File: config.mk
export PLATFORM = sky130hd
export DESIGN_NAME = alu_operand_issue
export DESIGN_NICKNAME = d
export VERILOG_FILES = /design/src/rtl/alu_operand_issue.sv
export SDC_FILE = /design/constraint.sdc
export NUM_CORES = 2
export LEC_CHECK = 0
export ABC_AREA = 1
export BUFFER_PORTS_ARGS = -buffer_cell sky130_fd_sc_hd__clkbuf_2
export CAP_MARGIN = 20
export CORE_AREA = 10 10 384 386
export DETAILED_ROUTE_END_ITERATION = 10
export DIE_AREA = 0 0 394 396
export GPL_ROUTABILITY_DRIVEN = 0
export SLEW_MARGIN = 15
export SYNTH_ARGS = -nofsm -noshare
export SYNTH_HDL_FRONTEND = slang
export SYNTH_SLANG_ARGS = --single-unit
File: constraint.sdc
create_clock -name clk -period 7.75 [get_ports clk]
set_input_delay 1.55 -clock clk [delete_from_list [all_inputs] [get_ports clk]]
set_output_delay 1.55 -clock clk [all_outputs]
set_load 0.005 [all_outputs]
File: src/rtl/alu_operand_issue.sv
// Operand-issue stage: 32-entry register file (r0 = 0) with write-first bypass, feeding a one-entry output register toward the ALU.
// Accept-to-out_valid latency is 1 cycle; in_ready = !out_valid || out_ready, so operands hold bit-stable while the ALU stalls.
module alu_operand_issue #(
  parameter int DATA_W = 32,
  parameter int NREG   = 32,
  parameter int CNT_W  = 16
) (
  input  logic                     clk,
  input  logic                     rst,
  input  logic                     wb_en,
  input  logic [$clog2(NREG)-1:0]  wb_addr,
  input  logic [DATA_W-1:0]        wb_data,
  input  logic                     in_valid,
  output logic                     in_ready,
  input  logic [$clog2(NREG)-1:0]  in_rs,
  input  logic [$clog2(NREG)-1:0]  in_rt,
  input  logic [DATA_W-1:0]        in_imm,
  input  logic                     in_use_imm,
  input  logic [3:0]               in_ctrl,
  output logic                     out_valid,
  input  logic                     out_ready,
  output logic [DATA_W-1:0]        out_src1,
  output logic [DATA_W-1:0]        out_src2,
  output logic                     out_invert_a,
  output logic                     out_invert_b,
  output logic [1:0]               out_operation,
  output logic [CNT_W-1:0]         issue_cnt
);

  logic [DATA_W-1:0] rf_q [NREG];

  logic              out_valid_q, out_valid_d;
  logic [DATA_W-1:0] src1_q, src1_d;
  logic [DATA_W-1:0] src2_q, src2_d;
  logic [3:0]        ctrl_q, ctrl_d;
  logic [CNT_W-1:0]  cnt_q, cnt_d;

  logic [DATA_W-1:0] op1, op2;
  logic              accept, fire;

  assign in_ready = !out_valid_q || out_ready;
  assign accept   = in_valid && in_ready;
  assign fire     = out_valid_q && out_ready;

  // Write-first bypass: a same-cycle writeback to a source register wins over the stored value.
  always_comb begin
    op1 = '0;
    op2 = in_imm;
    if (in_rs != '0) begin
      op1 = (wb_en && (wb_addr == in_rs)) ? wb_data : rf_q[in_rs];
    end
    if (!in_use_imm) begin
      op2 = '0;
      if (in_rt != '0) begin
        op2 = (wb_en && (wb_addr == in_rt)) ? wb_data : rf_q[in_rt];
      end
    end
  end

  always_ff @(posedge clk) begin
    if (rst) begin
      for (int i = 0; i < NREG; i++) begin
        rf_q[i] <= '0;
      end
    end else if (wb_en && (wb_addr != '0)) begin
      rf_q[wb_addr] <= wb_data;
    end
  end

  always_comb begin
    out_valid_d = out_valid_q;
    src1_d      = src1_q;
    src2_d      = src2_q;
    ctrl_d      = ctrl_q;
    cnt_d       = cnt_q;
    if (fire) begin
      out_valid_d = 1'b0;
      cnt_d       = cnt_q + CNT_W'(1);
    end
    // An accept in the drain cycle refills the stage, so there is no bubble.
    if (accept) begin
      out_valid_d = 1'b1;
      src1_d      = op1;
      src2_d      = op2;
      ctrl_d      = in_ctrl;
    end
  end

  always_ff @(posedge clk) begin
    if (rst) begin
      out_valid_q <= 1'b0;
      src1_q      <= '0;
      src2_q      <= '0;
      ctrl_q      <= '0;
      cnt_q       <= '0;
    end else begin
      out_valid_q <= out_valid_d;
      src1_q      <= src1_d;
      src2_q      <= src2_d;
      ctrl_q      <= ctrl_d;
      cnt_q       <= cnt_d;
    end
  end

  assign out_valid     = out_valid_q;
  assign out_src1      = src1_q;
  assign out_src2      = src2_q;
  assign out_invert_a  = ctrl_q[3];
  assign out_invert_b  = ctrl_q[2];
  assign out_operation = ctrl_q[1:0];
  assign issue_cnt     = cnt_q;

endmodule

## Word level (Yosys, flattened, before mapping)

Memories as Yosys holds them, arrays and structs flattened.
Index checks and enable logic that the tools add are counted.

- Bits in writable memories: 1024
- Memories: 1
- Register bits after elaboration: 85

Memory list:

| memory | words | bits a word | read ports | clocked after Yosys merged registers in | wr ports | RTL line | RTL |
|---|---|---|---|---|---|---|---|
| rf_q | 32 | 32 | 2 | 0 | 32 | 30 | `logic [DATA_W-1:0] rf_q [NREG];` |

- Reduce and logical (&&, ||, !) cells: 12
- Muxes and demuxes: 15
- Add/subtract/negate cells: 1
- Equality and inequality tests: 2

Operators by type and width:

| operator | number |
|---|---|
| $mux 32 | 6 |
| $reduce_or 32->1 | 1 |
| $add 16x1->16 const B | 1 |
| $reduce_bool 5->1 | 3 |
| $eq 5x5->1 | 2 |
| $mux 1 | 8 |
| $logic_and 1x1->1 | 5 |
| $mux 5 | 1 |
| $reduce_bool 2->1 | 1 |
| $logic_not 1->1 | 1 |
| $logic_or 1x1->1 | 1 |

## Longest topological paths before layout

- Word-level depth: 7
- Gate-level depth with buffers: 13
- Gate-level depth less buffers: 11

## Worst setup path before layout

No wires, ideal clock.

- Path kind: in2reg
- From: in wb_addr[2]
- To: mem rf_q[30][0] (enable)
- Required time: 7.272 ns
- Stages: 7
- Setup time: 0.478 ns
- Arrival time: 3.237 ns
- Setup slack: 4.035 ns
- Path through: nor3_1 -> inv_1 -> o21ai_1 -> nor3_2 -> nand2_1 -> clkbuf_1 -> nand2_1

RTL lines:

| what | RTL line | RTL |
|---|---|---|
| start: declaration | 11 | `input logic [$clog2(NREG)-1:0] wb_addr,` |
| end: declaration | 30 |  |

## Final worst setup path

- From: in in_rt[0]
- To: reg src2_q[4] (netlist: out_src2[4])

- Word-level cells in the longest chain between the ends: 5

Ends and longest elaborated chain:

| what | RTL line | RTL |
|---|---|---|
| start: declaration | 16 | `input logic [$clog2(NREG)-1:0] in_rt,` |
| branches (longest 3 deep; another with $mem_v2 32x32) | - |  |
| $mux 32 (*) | 54 | `if (in_rt != '0) begin` |
| $mux 32 (*) | 52 | `if (!in_use_imm) begin` |
| end signal: assignment | 99 | `src2_q <= src2_d;` |
| end: declaration | 34 | `logic [DATA_W-1:0] src2_q, src2_d;` |

Mark *: on every way between the ends.
A chain may end at the register's enable or synchronous reset.

==> results.json <==
{
  "hold_depth": 2,
  "drive_above_1_share_pct": 6.51,
  "io_pins": 175,
  "portBuffers": 174,
  "cp-start-kind": "input pin",
  "totalWireLength_microns": 257000,
  "die_w_microns": 394,
  "cts_hold_buf": 0,
  "skew_ns": 0.0240,
  "power_frac_comb_pct": 13.8,
  "grt_max_degree": 207,
  "syn_area_sq_um": 62500,
  "viasPerCell": 5.73,
  "syn_area_per_cell_sq_um": 7.27,
  "report.final.slew_viol_count": 0,
  "switching_share_pct": 28.0,
  "slew_headroom_pct": 2.92,
  "drc": 0,
  "first_iter_violations": 8504,
  "rows": 137,
  "synth_top_area_share_pct": 49.2,
  "synthTopCellsByArea": "edfxtp_1 49%, nand2_1 17%, nor2_1 12%",
  "wl_per_cell_microns": 24.6,
  "hold_slack_ns": 0.467,
  "crit_fanout": 206,
  "coreArea_sq_um": 139000,
  "cts_max_path_buffers": 3,
  "status": "finished, final reports clean",
  "fin_cells": 10400,
  "ant_nets": 0,
  "crit_buf_inv": 3,
  "worstPathArrival_ns": 5.12,
  "firstDrtPassIters": 6,
  "rsz0062_at_grt": "no",
  "min_path_type": "flip-flop to flip-flop",
  "seqPwrFrac_pct": 45.4,
  "cts_setup_buffers": 0,
  "path_delay_family": "buffers and inverters",
  "cts_buffers": 130,
  "area_growth_pct": 10.7,
  "rrSetupSlack_ns": 5.42,
  "synth_seq_cells": 1109,
  "placed_cells": 10200,
  "die_h_microns": 396,
  "worstPathRequired_ns": 8.46,
  "final_net_count": 8534,
  "p_leak_uw": 0.0314,
  "drv_cap": 0,
  "crit_top_cell": "nand2_1",
  "powerDensity_nw_per_um2": 223,
  "r2r-start": "out_valid",
  "cts_root_buffer": "clkbuf_16",
  "rr_endpoint": "out_src1[8]",
  "synthTopCellsByCount": "2866 x nand2_1, 1917 x nor2_1, 1161 x nand3_1, 1024 x edfxtp_1, 704 x inv_1",
  "cp_cell_sequence": "buf_8 > buf_12 > buf_4 > nand2_1 > nand3_1 > nand2_1 > nor2_1 > nand2_1 > nand3_1 > nand2_1 > nand2_1 > nand2_1 > a21oi_1",
  "clkTransAtPathRegs_ns": 0.06,
  "htreeDepth": 4,
  "fin_crit_ns": 4.40,
  "min_to": "out_src1[19]",
  "clkPwrFrac_pct": 40.8,
  "finalWorstSetupSlack_ns": 3.35,
  "grt-ovfl-total": 0,
  "finalSetupViolCount": 0,
  "fmax_mhz": 227,
  "vdd_ir_drop_max_v": 0.000142,
  "gr-usage-all-layers_pct": 31.6,
  "critPathCaptureType": "flip-flop",
  "switching_power_uw": 4320,
  "r2r_cells": 9,
  "clk_latency_ns": 0.78,
  "busiest_layer": "met2",
  "yosysSeqAreaShare_pct": 51.9,
  "fin_util_pct": 49.7,
  "synth_edf_count": 1024,
  "internal_power_uw": 11100,
  "cts_resized": 0,
  "hold_violations": 0,
  "fin_crit_sh_pct": 56.8,
  "synth_top_area_cell": "edfxtp_1",
  "yosysMostFrequentCell": "nand2_1",
  "worstSetupPathType": "input pin to flip-flop",
  "dieArea_sq_um": 156000,
  "postSynth.asyncResetShare_pct": 0,
  "vias": 59700,
  "yosysWarnings": 0,
  "yosysUniqueCellTypes": 28,
  "synthCells": 8601,
  "cts_tree": "yes",
  "grt_use_met3_pct": 5.16,
  "slowest_delay_ns": 0.87,
  "hp-start": "out_src1[19]",
  "critical-path-slowest-cell": "buf_4",
  "grtUsageMet2_pct": 48.3,
  "grt_pass1_vias": 55800,
  "ys.flop_type": "edfxtp_1",
  "hpwl_microns": 148000,
  "worstMarginPinSlew_ns": 1.46,
  "pre_cts_slack_ns": 2.76,
  "antenna_found_initial": 1,
  "groute.layer.met1.usage_pct": 40.6,
  "grt_pass1_wl_microns": 371000,
  "start_util_pct": 44.9,
  "cts_sinks": 1109,
  "setup-tns-final_ns": 0
}
-- routing by layer --
layer,wire length (microns),part of all wire (%)
met1,96900,38
met2,112000,44
met3,27200,11
met4,20200,7.9
met5,0,0
-- power by group through the flow --
stage	Sequential (uW)	Combinational, uW	Clock [uW]
after global placement	7120	2030	0
after CTS	7000	2060	6310
after floorplan	7080	1230	0
after global routing	7030	2270	6540
final	7010	2130	6290
after detailed placement	7120	2050	0
-- through the flow --
step	total power (uW)	instance area (sq um)
after floorplan	8310	62600
after global placement	9140	64600
after detailed placement	9170	64800
after CTS	15400	69000
after global routing	15800	69200
final	15400	69200
-- worst reg2reg max path, cell delays in order, from the launching register on --
cell and delay, ns:
dfxtp_1 0.35, nand2_1 0.11, nand2_2 0.07, buf_4 0.36
inv_2 0.13, nand2_1 0.27, buf_4 0.47, nor2_1 0.14
nand2_1 0.19, a21oi_1 0.09
-- how the worst max path moves through the flow --
stage | from | endpoint | slack [ns] | cells after the start
5_1_grt | in_rt[0] | out_src2[0] | 3.30 | 13
3_5_place_dp | in_rt[0] | out_src2[4] | 2.76 | 13
3_3_place_gp | in_rt[1] | out_src2[1] | 2.71 | 10
4_1_cts | in_rt[0] | out_src2[4] | 3.58 | 13
6_report | in_rt[0] | out_src2[4] | 3.35 | 13
2_1_floorplan | wb_addr[2] | rf_q[30][0] | 4.04 | 7
-- sequential cells by signal, indices dropped and copies added, names as in the netlist --
| signal | cells |
|---|---|
| out_src1 | 32 |
| out_valid | 1 |
| out_src2 | 32 |
| rf_q | 1024 |
| issue_cnt | 16 |
| ctrl_q | 4 |
-- cells by family after synthesis --
kind of cell / after synthesis / share of synthesized area [%]
AOI/OAI and AO/OA: 169 / 1.40
xor gates and xnor gates: 3 / 0.0421
adders and majority gates: 1 / 0.0200
buffers and inverters: 1359 / 8.44
DFF: 1109 / 51.9
other: 1 / 0.00600
and+or+nand+nor: 5959 / 38.2
-- cell type report --
class                   count  area (sq um)
flip-flops and latches   1109         32500
inverters                 714          2710
multi-input cells        6164         25000
clock inverters            51           543
clock buffers             176          3690
diodes                      1          2.50
repair buffers            325          2440
fillers                 13400         70000
well taps                1876          2350
-- cells in the final DEF, fill, tap and decap left out, types with 2 or more instances in the layout --
| cell | netlist | layout |
|---|---|---|
| a21oi_1 | 109 | 109 |
| buf_12 | 0 | 18 |
| buf_16 | 0 | 7 |
| buf_4 | 0 | 126 |
| buf_6 | 0 | 4 |
| buf_8 | 0 | 5 |
| bufinv_16 | 0 | 12 |
| clkbuf_1 | 450 | 29 |
| clkbuf_16 | 0 | 139 |
| clkbuf_2 | 0 | 165 |
| clkbuf_8 | 0 | 7 |
| clkinv_1 | 2 | 25 |
| clkinv_2 | 0 | 17 |
| conb_1 | 1 | 32 |
| dfxtp_1 | 85 | 85 |
| edfxtp_1 | 1024 | 1024 |
| inv_1 | 704 | 694 |
| inv_2 | 8 | 10 |
| inv_6 | 0 | 5 |
| inv_8 | 0 | 2 |
| nand2_1 | 2866 | 2837 |
| nand2_2 | 0 | 28 |
| nand3_1 | 1161 | 1159 |
| nand3_2 | 0 | 2 |
| nand4_1 | 2 | 2 |
| nor2_1 | 1917 | 1913 |
| nor2_4 | 0 | 4 |
| nor3_1 | 12 | 12 |
| o21a_1 | 2 | 2 |
| o21ai_0 | 47 | 47 |
| o22ai_1 | 5 | 5 |
| xor2_1 | 2 | 2 |
Power figures use the tool's default switching activity.
